===== src/rtl/fp_ret_pipe_elastic.sv =====
// Elastic retiming pipeline for FP results: DEPTH register stages carrying
// data/flags/tag with a valid/ready handshake, bubble collapse, flush and occupancy.
module fp_ret_pipe_elastic #(
    parameter int DATA_W = 32,
    parameter int FLAG_W = 5,
    parameter int TAG_W  = 4,
    parameter int DEPTH  = 2,
    parameter int CNT_W  = (DEPTH == 0) ? 1 : $clog2(DEPTH + 1)
) (
    input  logic              clk,
    input  logic              rst,
    input  logic              flush,
    input  logic              in_valid,
    output logic              in_ready,
    input  logic [DATA_W-1:0] in_data,
    input  logic [FLAG_W-1:0] in_flags,
    input  logic [TAG_W-1:0]  in_tag,
    output logic              out_valid,
    input  logic              out_ready,
    output logic [DATA_W-1:0] out_data,
    output logic [FLAG_W-1:0] out_flags,
    output logic [TAG_W-1:0]  out_tag,
    output logic [CNT_W-1:0]  occupancy
);

    // Handshake: a transfer happens on any edge where valid and ready are both
    // high; valid and payload stay stable until that edge.

    if (DEPTH < 0 || DEPTH > 8) begin : g_bad_depth
        $error("fp_ret_pipe_elastic: DEPTH must be in 0..8");
    end

    if (DEPTH == 0) begin : g_pass
        logic unused_clk_rst;
        assign unused_clk_rst = clk ^ rst;
        assign in_ready  = out_ready & ~flush;
        assign out_valid = in_valid & ~flush;
        assign out_data  = in_data;
        assign out_flags = in_flags;
        assign out_tag   = in_tag;
        assign occupancy = '0;
    end else begin : g_pipe
        localparam int LAST = DEPTH - 1;

        logic [DEPTH-1:0]  v_q, v_d, en;
        logic [DATA_W-1:0] data_q  [DEPTH];
        logic [DATA_W-1:0] data_d  [DEPTH];
        logic [FLAG_W-1:0] flags_q [DEPTH];
        logic [FLAG_W-1:0] flags_d [DEPTH];
        logic [TAG_W-1:0]  tag_q   [DEPTH];
        logic [TAG_W-1:0]  tag_d   [DEPTH];
        logic [CNT_W-1:0]  occ_q, occ_d;
        logic              in_xfer, out_xfer;

        // A stage may load when it is empty or its successor can load, so
        // entries slide into bubbles even while the output is stalled.
        always_comb begin
            en       = '0;
            en[LAST] = out_ready | ~v_q[LAST];
            for (int i = LAST - 1; i >= 0; i--) begin
                en[i] = ~v_q[i] | en[i+1];
            end
        end

        assign in_ready = en[0] & ~flush;
        assign in_xfer  = in_valid & in_ready;
        assign out_xfer = v_q[LAST] & out_ready;

        always_comb begin
            v_d     = v_q;
            data_d  = data_q;
            flags_d = flags_q;
            tag_d   = tag_q;
            if (en[0]) begin
                v_d[0]     = in_xfer;
                data_d[0]  = in_data;
                flags_d[0] = in_flags;
                tag_d[0]   = in_tag;
            end
            for (int i = 1; i < DEPTH; i++) begin
                if (en[i]) begin
                    v_d[i]     = v_q[i-1];
                    data_d[i]  = data_q[i-1];
                    flags_d[i] = flags_q[i-1];
                    tag_d[i]   = tag_q[i-1];
                end
            end
            if (flush) begin
                v_d = '0;
            end
        end

        always_comb begin
            occ_d = occ_q + CNT_W'(in_xfer) - CNT_W'(out_xfer);
            if (flush) begin
                occ_d = '0;
            end
        end

        always_ff @(posedge clk or posedge rst) begin
            if (rst) begin
                v_q   <= '0;
                occ_q <= '0;
                for (int i = 0; i < DEPTH; i++) begin
                    data_q[i]  <= '0;
                    flags_q[i] <= '0;
                    tag_q[i]   <= '0;
                end
            end else begin
                v_q   <= v_d;
                occ_q <= occ_d;
                for (int i = 0; i < DEPTH; i++) begin
                    data_q[i]  <= data_d[i];
                    flags_q[i] <= flags_d[i];
                    tag_q[i]   <= tag_d[i];
                end
            end
        end

        assign out_valid = v_q[LAST];
        assign out_data  = data_q[LAST];
        assign out_flags = flags_q[LAST];
        assign out_tag   = tag_q[LAST];
        assign occupancy = occ_q;
    end

endmodule


===== config.mk =====
export PLATFORM = sky130hd
export DESIGN_NAME = fp_ret_pipe_elastic
export DESIGN_NICKNAME = d
export VERILOG_FILES = /design/src/rtl/fp_ret_pipe_elastic.sv
export SDC_FILE = /design/constraint.sdc
export NUM_CORES = 1
export LEC_CHECK = 0
export ABC_AREA = 1
export CAP_MARGIN = 10
export CORE_ASPECT_RATIO = 1.2
export CORE_MARGIN = 5
export CORE_UTILIZATION = 44
export CTS_CLUSTER_DIAMETER = 30
export CTS_CLUSTER_SIZE = 24
export DETAILED_ROUTE_END_ITERATION = 10
export GPL_TIMING_DRIVEN = 0
export PLACE_DENSITY = 0.76
export SYNTH_ARGS = -nofsm -noshare
export SYNTH_HDL_FRONTEND = slang
export SYNTH_SLANG_ARGS = --single-unit

===== constraint.sdc =====
create_clock -name clk -period 2.4 [get_ports clk]
set_input_delay 0.24 -clock clk [delete_from_list [all_inputs] [get_ports clk]]
set_output_delay 0.24 -clock clk [all_outputs]
set_load 0.03 [all_outputs]

==> flow_summary.toml, run 1 <==
[final_layout]
layout-drive-gt1-share_pct = 15.54
area_growth_syn_to_layout_pct = 33.84
multi_input_area_um2 = 863.3
antennaDiodeCount = 0
fin_area_mm2 = 0.004820
fill_cells = 721
final_core_util_pct = 59.78
seqCellArea_mm2 = 0.002152
layout.nets = 534

[route]
first_iter_violations = 89
drt_first_pass_iters = 4
finalWirelength_um = 7699
drcViolationCount = 0
vias = 2691
ant_nets = 0
vias_per_cell = 4.608
wl_per_cell_um = 13.18

[timing]
min_period_ps = 2247
rsz0062_at_grt = "no"
tns_ps = 0
fin_crit_sh_pct = 93.63
finalMaxSlewViolations = 0
clock-skew-final_ps = 5.269
finalSetupViolCount = 0
tightest_slew_ps = 596.8
fmax_mhz = 445.0
slew_headroom_pct = 60.13
hold_viol = 0

[setup_path]
worstSetupPathType = "reg2out"
worst-path-max-fanout = 10
cp.required_ps = 2160
cp.arrival_ps = 2010
cp-start-kind = "flop"
cp-end-kind = "primary output"

[grt]
first_global_vias = 2728
antenna_found_initial = 0
grt_overflow_total = 0
grt.total_usage_pct = 16.27
grt_max_degree = 34
grt_pass1_wl_um = 12830

[clock_tree]
cts_max_level = 3
cts_buffers = 9
clk_pin_slew_worst_paths_ps = 80
cts_sinks = 86
postCtsHoldBufs = 0
clk_latency_ps = 350
cts_post_setup_buffers_inserted = 0
cts_tree = "built"
clockRootBuffer = "clkbuf_8"
ctsResizeCount = 0
cts_buffer_depth = 2

[logic_synthesis]
synthXorXnorAreaFrac_pct = 0
synth.avg_cell_area_um2 = 9.402
ys_seq_elements = 86
synth_warnings = 0
yosys.area_share.simple_pct = 12.47
synth_top_family_by_area = "buffers and inverters"
netlist_area_mm2 = 0.003601
seq_area_frac_synth_pct = 59.76
synth_fp_nets = 431
synth_mux_area_share_pct = 0
synth_adder_area_share_pct = 0.6949
netlist_instances = 383
synth_compound_area_share_pct = 10.81
ys_types = 16

[pwr]
p_leak_nw = 2.360
irDropWorstVdd_uv = 370.2
power_density_mw_per_mm2 = 634.0

[placed_design]
port_buffers = 90
gp_congestion = 0.7345
place_area_mm2 = 0.004664
post-dp-hpwl_um = 5642

[floorplan]
initial_utilization_pct = 44.66
die_w_um = 92.59
pin_count = 91
std_cell_rows = 36
dieArea_mm2 = 0.01010
dieHeight_um = 109.1
coreArea_mm2 = 0.008063

[worst_hold_path]
worst_hold_path_type = "in2async"

[outcome]
outcome = "complete, no violations"

[job]
max-cap-violations = 0
flip-flops by register name, indices dropped and copies added (netlist names):
| register | flops |
|---|---|
| out_data | 32 |
| g_pipe.v_q | 2 |
| g_pipe.data_q | 32 |
| occupancy | 2 |
| g_pipe.tag_q | 4 |
| out_tag | 4 |
| g_pipe.flags_q | 5 |
| out_flags | 5 |
layout by cell type, fill, tap and decap left out:
master	netlist	layout
nand2_1	103	103
nand2_2	1	1
clkinvlp_4	0	1
clkbuf_1	5	7
a21oi_2	1	1
clkdlybuf4s50_1	0	90
nor2_4	1	1
buf_2	9	9
clkinv_2	0	2
inv_1	47	46
buf_12	0	2
dfrtp_1	86	86
buf_4	43	43
buf_6	2	2
nor2_1	4	4
nand3_1	6	6
o21ai_2	4	4
ha_1	2	2
o21ai_0	68	68
clkbuf_8	0	10
a21oi_1	1	1
layout make-up:
type | instances | share of cell area, %
Sequential cell | 86 | 44.65
Buffer | 59 | 8.489
Multi-Input combinational cell | 191 | 17.91
Timing Repair Buffer | 92 | 19.52
Tap cell | 95 | 2.466
Clock buffer | 12 | 3.011
Clock inverter | 2 | 0.2077
Inverter | 47 | 3.738
cell usage after synthesis:
cell	count	area, um2
nor2_1	4	15.01
nand2_2	1	6.260
nor2_4	1	11.26
o21ai_2	4	35.03
clkbuf_1	5	18.77
buf_2	9	45.04
ha_1	2	25.02
nand3_1	6	30.03
buf_6	2	22.52
dfrtp_1	86	2152
inv_1	47	176.4
a21oi_2	1	8.760
a21oi_1	1	5.000
o21ai_0	68	340.3
nand2_1	103	386.6
buf_4	43	322.8
power breakdown:
group | internal [mW] | switching (mW) | total (mW)
Combinational | 0.295 | 0.302 | 0.597
Clock | 0.391 | 0.466 | 0.857
Sequential | 1.55 | 0.0491 | 1.60
Total | 2.24 | 0.818 | 3.06
metal layers:
| metal | part of all wire, % | vias up | global-route usage, % |
|---|---|---|---|
| li1 | - | 1339 | - |
| met1 | 43 | 1267 | 20.50 |
| met2 | 50 | 75 | 26.80 |
| met3 | 5.8 | 10 | 3.589 |
| met4 | 1.7 | 0 | 7.537 |
| met5 | 0 | - | 0 |
per-stage QoR:
step / worst slack, ps / power (mW) / cells / hold WS, ps
2_1_floorplan: 411.0 / 1.971 / 383 / 295.9
3_3_place_gp: 199.7 / 2.209 / 568 / 455.4
3_5_place_dp: 197.9 / 2.235 / 570 / 460.9
4_1_cts: 110.4 / 3.099 / 584 / 312.4
5_1_grt: 26.31 / 3.204 / 584 / 351.3
6_report: 152.8 / 3.056 / 584 / 307.1
logic make-up after synthesis:
group / after synthesis
AO/OA/AOI/OAI: 74
adder cells (fa/ha/maj): 2
buffers and inverters: 106
flip-flops: 86
AND/OR/NAND/NOR: 115
critical path, cell delays in order (launching register included):
cell             delay (ps)
dfrtp_1                 410
inv_1                   100
nor2_4                   50
nand2_2                 140
buf_6                   170
nand2_1                  60
inv_1                    70
clkdlybuf4s50_1         670
worst paths after layout:
| kind | startpoint | to | slack, ps | cells after the start |
|---|---|---|---|---|
| worst max-delay path | g_pipe.v_q[1] | in_ready | 150 | 7 |
| worst min-delay path | rst | out_data[25] | 310 | 2 |
| worst max register to register | g_pipe.v_q[1] | occupancy[1] | 560 | 13 |
| worst min register to register | g_pipe.data_q[32] | out_data[0] | 480 | 2 |
| max in group asynchronous | rst | out_data[16] | 1550 | 3 |
| min in group clk | in_data[0] | g_pipe.data_q[32] | 420 | 3 |
(Power assumes the default switching activity.)
==> run 2: changes to the inputs <==
--- a/config.mk
+++ b/config.mk
@@ -9,12 +9,13 @@
 export CAP_MARGIN = 10
 export CORE_ASPECT_RATIO = 1.2
 export CORE_MARGIN = 5
-export CORE_UTILIZATION = 44
+export CORE_UTILIZATION = 56
 export CTS_CLUSTER_DIAMETER = 30
 export CTS_CLUSTER_SIZE = 24
 export DETAILED_ROUTE_END_ITERATION = 10
+export DONT_BUFFER_PORTS = 1
 export GPL_TIMING_DRIVEN = 0
-export PLACE_DENSITY = 0.76
+export PLACE_DENSITY = 0.74
 export SYNTH_ARGS = -nofsm -noshare
 export SYNTH_HDL_FRONTEND = slang
 export SYNTH_SLANG_ARGS = --single-unit
==> run 2 against run 1 <==
Net effect:
- clock skew grew 0.54 ps
- sequential share of layout area up 8.8 points
- die area down 19%
- register-to-register slack got worse by 330 ps
- clock power up 39%
- global-route usage increased by 1.8 points
- first-iteration DRC count increased by 55%
- count of clock-buffer cells in the layout is 1 lower
==> flow_summary.toml, run 2 (synthesis results as in run 1) <==
[worst_hold_path]
worst_hold_path_type = "in2reg"
min_path_cells = 2

[setup_path]
critical_path.cell_chain = "inv_1 > nor2_4 > nand2_2 > buf_6 > nand2_1 > inv_1 > nand2_1 > ha_1 > inv_1 > ha_1 > inv_1 > nor2_1"
crit_path_end = "occupancy[0]"
cp-start-kind = "flop"
worstSetupPathType = "reg2reg"
rr_worst_depth = 12
regToRegEndpoint = "occupancy[0]"
rrSetupSlack_ps = 230
path_common_cell = "inv_1"
crit_slowest_cell = "dfrtp_1"
cp.required_ps = 2630
cp-end-kind = "flop"
slowest_delay_ps = 510
cp-startpoint = "g_pipe.v_q[1]"
worst-path-max-fanout = 10
r2r-start = "g_pipe.v_q[1]"
cp.arrival_ps = 2400

[timing]
finalMaxSlewViolations = 0
tns_ps = 0
finalSetupViolCount = 0
slew_headroom_pct = 59.80
finalWorstSetupSlack_ps = 228.0
clock-skew-final_ps = 5.811
rsz0062_at_grt = "no"
min_period_ps = 2172
tightest_slew_ps = 601.7
fin_crit_sh_pct = 90.50
hold_viol = 0
fmax_mhz = 460.4

[route]
first_iter_violations = 138
ant_nets = 0
top_layer = "met4"
vias_per_cell = 4.875
wl_met1_um = 2950
wl_per_cell_um = 13.98
drcViolationCount = 0
dr_wl_met3_um = 474
drt_first_pass_iters = 4
wl_met2_um = 3307
finalWirelength_um = 6837
vias = 2384

[final_layout]
layout-drive-gt1-share_pct = 19.31
antennaDiodeCount = 0
area_growth_syn_to_layout_pct = 11.85
final_cell_mix = "nand2_1 (103), dfrtp_1 (86), o21ai_0 (68)"
layout_commonest_cell = "nand2_1"
layout.nets = 448

[floorplan]
std_cell_rows = 32
dieHeight_um = 97.84
die_w_um = 83.20
initial_utilization_pct = 56.56
pin_count = 91
coreArea_mm2 = 0.006366
dieArea_mm2 = 0.008140

[pwr]
p_total_mw = 3.200
power_density_mw_per_mm2 = 794.6
p_leak_nw = 2.065
p_int_mw = 2.403
power.switching_uw = 797.4
switching_share_pct = 24.92
irDropWorstVdd_uv = 597.5
p_comb_share_pct = 12.5
sequentialPowerShare_pct = 50.3
clkPwrFrac_pct = 37.2

[job]
max-cap-violations = 0

[grt]
grt_max_degree = 33
grt_pass1_wl_um = 11810
grt_overflow_total = 0
first_global_vias = 2464
antenna_found_initial = 0
grt.total_usage_pct = 18.02

[clock_tree]
cts_buffer_depth = 2
clockRootBuffer = "clkbuf_8"
ctsResizeCount = 0
cts_tree = "built"
clk_latency_ps = 340
cts_buffers = 9
clk_pin_slew_worst_paths_ps = 80
cts_max_level = 3
cts_sinks = 86

[placed_design]
place_ws_ps = 222.6
port_buffers = 0
post-dp-hpwl_um = 5029
gp_congestion = 0.7247

[outcome]
outcome = "complete, no violations"
-- run 2: changes by cell type in the layout (fill, tap and decap cells not counted), sizes merged --
cell / change
clkbuf: -1
dlygate4sd3: +4
clkinv: -1
bufinv: +3
clkdlybuf4s50: -90
-- run 2: area by class of cell --
cell class	instances	area, um2
tap	85	106.4
multi-input combinational	191	863.3
sequential	86	2152
buffer	59	409.1
inverter	47	180.2
timing repair buffer	6	80.08
fill	526	2338
clock buffer	11	141.4
clock inverter	4	95.09
-- run 2: worst min-delay path by stage --
stage               start                 to
2_1_floorplan       flush      g_pipe.v_q[0]
3_3_place_gp        flush      g_pipe.v_q[0]
3_5_place_dp          rst  g_pipe.data_q[56]
4_1_cts        in_data[4]  g_pipe.data_q[36]
5_1_grt        in_data[4]  g_pipe.data_q[36]
6_report       in_data[4]  g_pipe.data_q[36]
-- run 2: stage by stage --
| stage | std cells | instance area [um2] | hold slack (ps) | util, % |
|---|---|---|---|---|
| 2_1_floorplan | 383 | 3605 | 295.9 | - |
| 3_3_place_gp | 468 | 3711 | 297.5 | 58.29 |
| 3_5_place_dp | 470 | 3751 | 205.9 | 58.92 |
| 4_1_cts | 489 | 4028 | 3.264 | 63.27 |
| 5_1_grt | 489 | 4028 | 8.167 | 63.27 |
| 6_report | 489 | 4028 | 12.39 | 63.27 |
-- run 2: power by group through the flow --
stage,Clock [mW],Combinational [mW],Sequential (mW)
6_report,1.19,0.400,1.61
5_1_grt,1.27,0.444,1.62
4_1_cts,1.21,0.408,1.61
3_5_place_dp,0,0.400,1.64
3_3_place_gp,0,0.382,1.64
2_1_floorplan,0,0.346,1.62
-- run 2: what timing repair did --
item                      in CTS  in global routing
hold endpoints to repair      28                  0
hold buffers                   4                  0
buffers inserted               0                  0
-- run 2: per-layer routing --
layer,up-vias,track usage [%]
met1,1137,23.63
met4,0,6.667
met2,67,29.44
li1,1169,-
met3,11,4.135
met5,-,0
-- run 2: worst max-delay path, delay by kind of cell, from the launching register on --
kind,cells,cell delay (ps)
adder cells (fa/ha/maj),2,530
AND/OR/NAND/NOR,5,390
flip-flops,1,510
buffers and inverters,5,630
==> run 3: changes to the inputs <==
--- a/config.mk
+++ b/config.mk
@@ -16,6 +16,7 @@
 export DONT_BUFFER_PORTS = 1
 export GPL_TIMING_DRIVEN = 0
 export PLACE_DENSITY = 0.74
+export SETUP_SLACK_MARGIN = 0.15
 export SYNTH_ARGS = -nofsm -noshare
 export SYNTH_HDL_FRONTEND = slang
 export SYNTH_SLANG_ARGS = --single-unit
==> run 3 against run 2 <==
Net effect:
- wire length up 0.20%
- critical path type unchanged
- combinational power about the same
- hold slack better by 0.70 ps
- first-iteration DRC count unchanged
- critical endpoint unchanged
- total power about the same
- sequential cell count unchanged
- utilization about the same
- clock skew about the same
- fmax up 7.4%
- non-clock buffer count unchanged
- clock power about the same
==> flow_summary.toml, run 3 (synthesis results as in run 1) <==
[grt]
antenna_found_initial = 0
grt_overflow_total = 0
grt_max_degree = 33
first_global_vias = 2464
grt.total_usage_pct = 18.02
grt_pass1_wl_um = 11810

[route]
first_iter_violations = 138
ant_nets = 0
drt_first_pass_iters = 4
vias_per_cell = 4.883
wl_per_cell_um = 14.01
finalWirelength_um = 6851
vias = 2388
drcViolationCount = 0

[timing]
finalWorstSetupSlack_ps = 377.7
rsz0062_at_grt = "no"
min_period_ps = 2022
tightest_slew_ps = 601.8
fmax_mhz = 494.5
finalSetupViolCount = 0
slew_headroom_pct = 59.80
finalMaxSlewViolations = 0
tns_ps = 0
hold_slack_ps = 13.09
fin_crit_sh_pct = 84.26
clock-skew-final_ps = 5.396
hold_viol = 0

[pwr]
power.switching_uw = 796.5
clkPwrFrac_pct = 37.1
power_density_mw_per_mm2 = 794.2
p_comb_share_pct = 12.5
switching_share_pct = 24.89
p_int_mw = 2.403
irDropWorstVdd_uv = 599.5
sequentialPowerShare_pct = 50.4
p_leak_nw = 2.062

[clock_tree]
cts_tree = "built"
clk_pin_slew_worst_paths_ps = 80
clk_latency_ps = 340
cts_sinks = 86
cts_max_level = 3
cts_buffers = 9
cts_post_setup_buffers_inserted = 0
cts_buffer_depth = 2
clockRootBuffer = "clkbuf_8"

[floorplan]
die_w_um = 83.20
dieHeight_um = 97.84
initial_utilization_pct = 56.56
coreArea_mm2 = 0.006366
std_cell_rows = 32
dieArea_mm2 = 0.008140
pin_count = 91

[final_layout]
fill_cells = 526
fin_area_mm2 = 0.004029
multi_input_area_um2 = 863.3
final_cell_mix = "nand2_1 (103), dfrtp_1 (85), o21ai_0 (68)"
layout_commonest_cell = "nand2_1"
area_growth_syn_to_layout_pct = 11.88
layout.nets = 448
seqCellArea_mm2 = 0.002153
layout-drive-gt1-share_pct = 19.80
antennaDiodeCount = 0
final_cells = 489

[setup_path]
cp.required_ps = 2630
cp.arrival_ps = 2250
crit_slowest_cell = "dfrtp_2"
slowest_delay_ps = 490
worst-path-max-fanout = 10
path_delay_family = "buffers and inverters"
worstSetupPathType = "reg2reg"
worst-path-buf-inv = 5
path_common_cell = "inv_1"
cp-start-kind = "flop"
critical_path.cell_chain = "inv_1 > nor2_4 > nand2_2 > buf_6 > nand2_1 > inv_2 > nand2_1 > ha_1 > inv_1 > ha_1 > inv_1 > nor2_1"
cp-end-kind = "flop"

[placed_design]
place_area_mm2 = 0.003751
post-dp-hpwl_um = 5029
dp_cells = 470
gp_congestion = 0.7247
port_buffers = 0
place_ws_ps = 222.6

[worst_hold_path]
worst_hold_path_type = "in2reg"

[job]
max-cap-violations = 0

[outcome]
outcome = "complete, no violations"
## run 3: area by class of cell
cell class,instances,share of cell area (%)
Clock buffer,11,3.509
Tap cell,85,2.640
Sequential cell,86,53.45
Multi-Input combinational cell,191,21.43
Timing Repair Buffer,6,1.988
Inverter,47,4.472
Clock inverter,4,2.360
Buffer,59,10.16
## run 3: timing repair
item / 4_1_cts / 5_1_grt
resized for setup: 0 / 2
hold buffers: 4 / 0
endpoints found under the setup margin: 0 / 2
hold endpoints to repair: 28 / 0
## run 3: power by group through the flow
stage	sequential (mW)	combinational (mW)	clock, mW
after global placement	1.64	0.382	0
after CTS	1.61	0.408	1.21
final	1.61	0.400	1.19
after floorplan	1.62	0.346	0
after global routing	1.63	0.445	1.27
after detailed placement	1.64	0.400	0
## run 3: metal layers
metal / global-route usage (%) / routed length [um]
met1: 23.63 / 2943
met2: 29.44 / 3322
met3: 4.135 / 489
met4: 6.667 / 95
met5: 0 / 0
## run 3: metrics by stage
step,power (mW),utilization [%]
final,3.200,63.29
after global routing,3.335,63.29
after CTS,3.234,63.27
after detailed placement,2.041,58.92
after global placement,2.018,58.29
after floorplan,1.971,-
## run 3: final timing paths
check                                  start                end  slack [ps]  cells after the start
max                            g_pipe.v_q[1]       occupancy[0]         380                     12
min                               in_data[4]  g_pipe.data_q[36]          10                      2
max reg2reg                    g_pipe.v_q[1]       occupancy[0]         380                     12
min reg2reg                g_pipe.data_q[33]        out_data[1]         470                      2
max in group asynchronous                rst       out_data[11]        1410                      3
min in group asynchronous                rst       out_flags[2]         450                      2
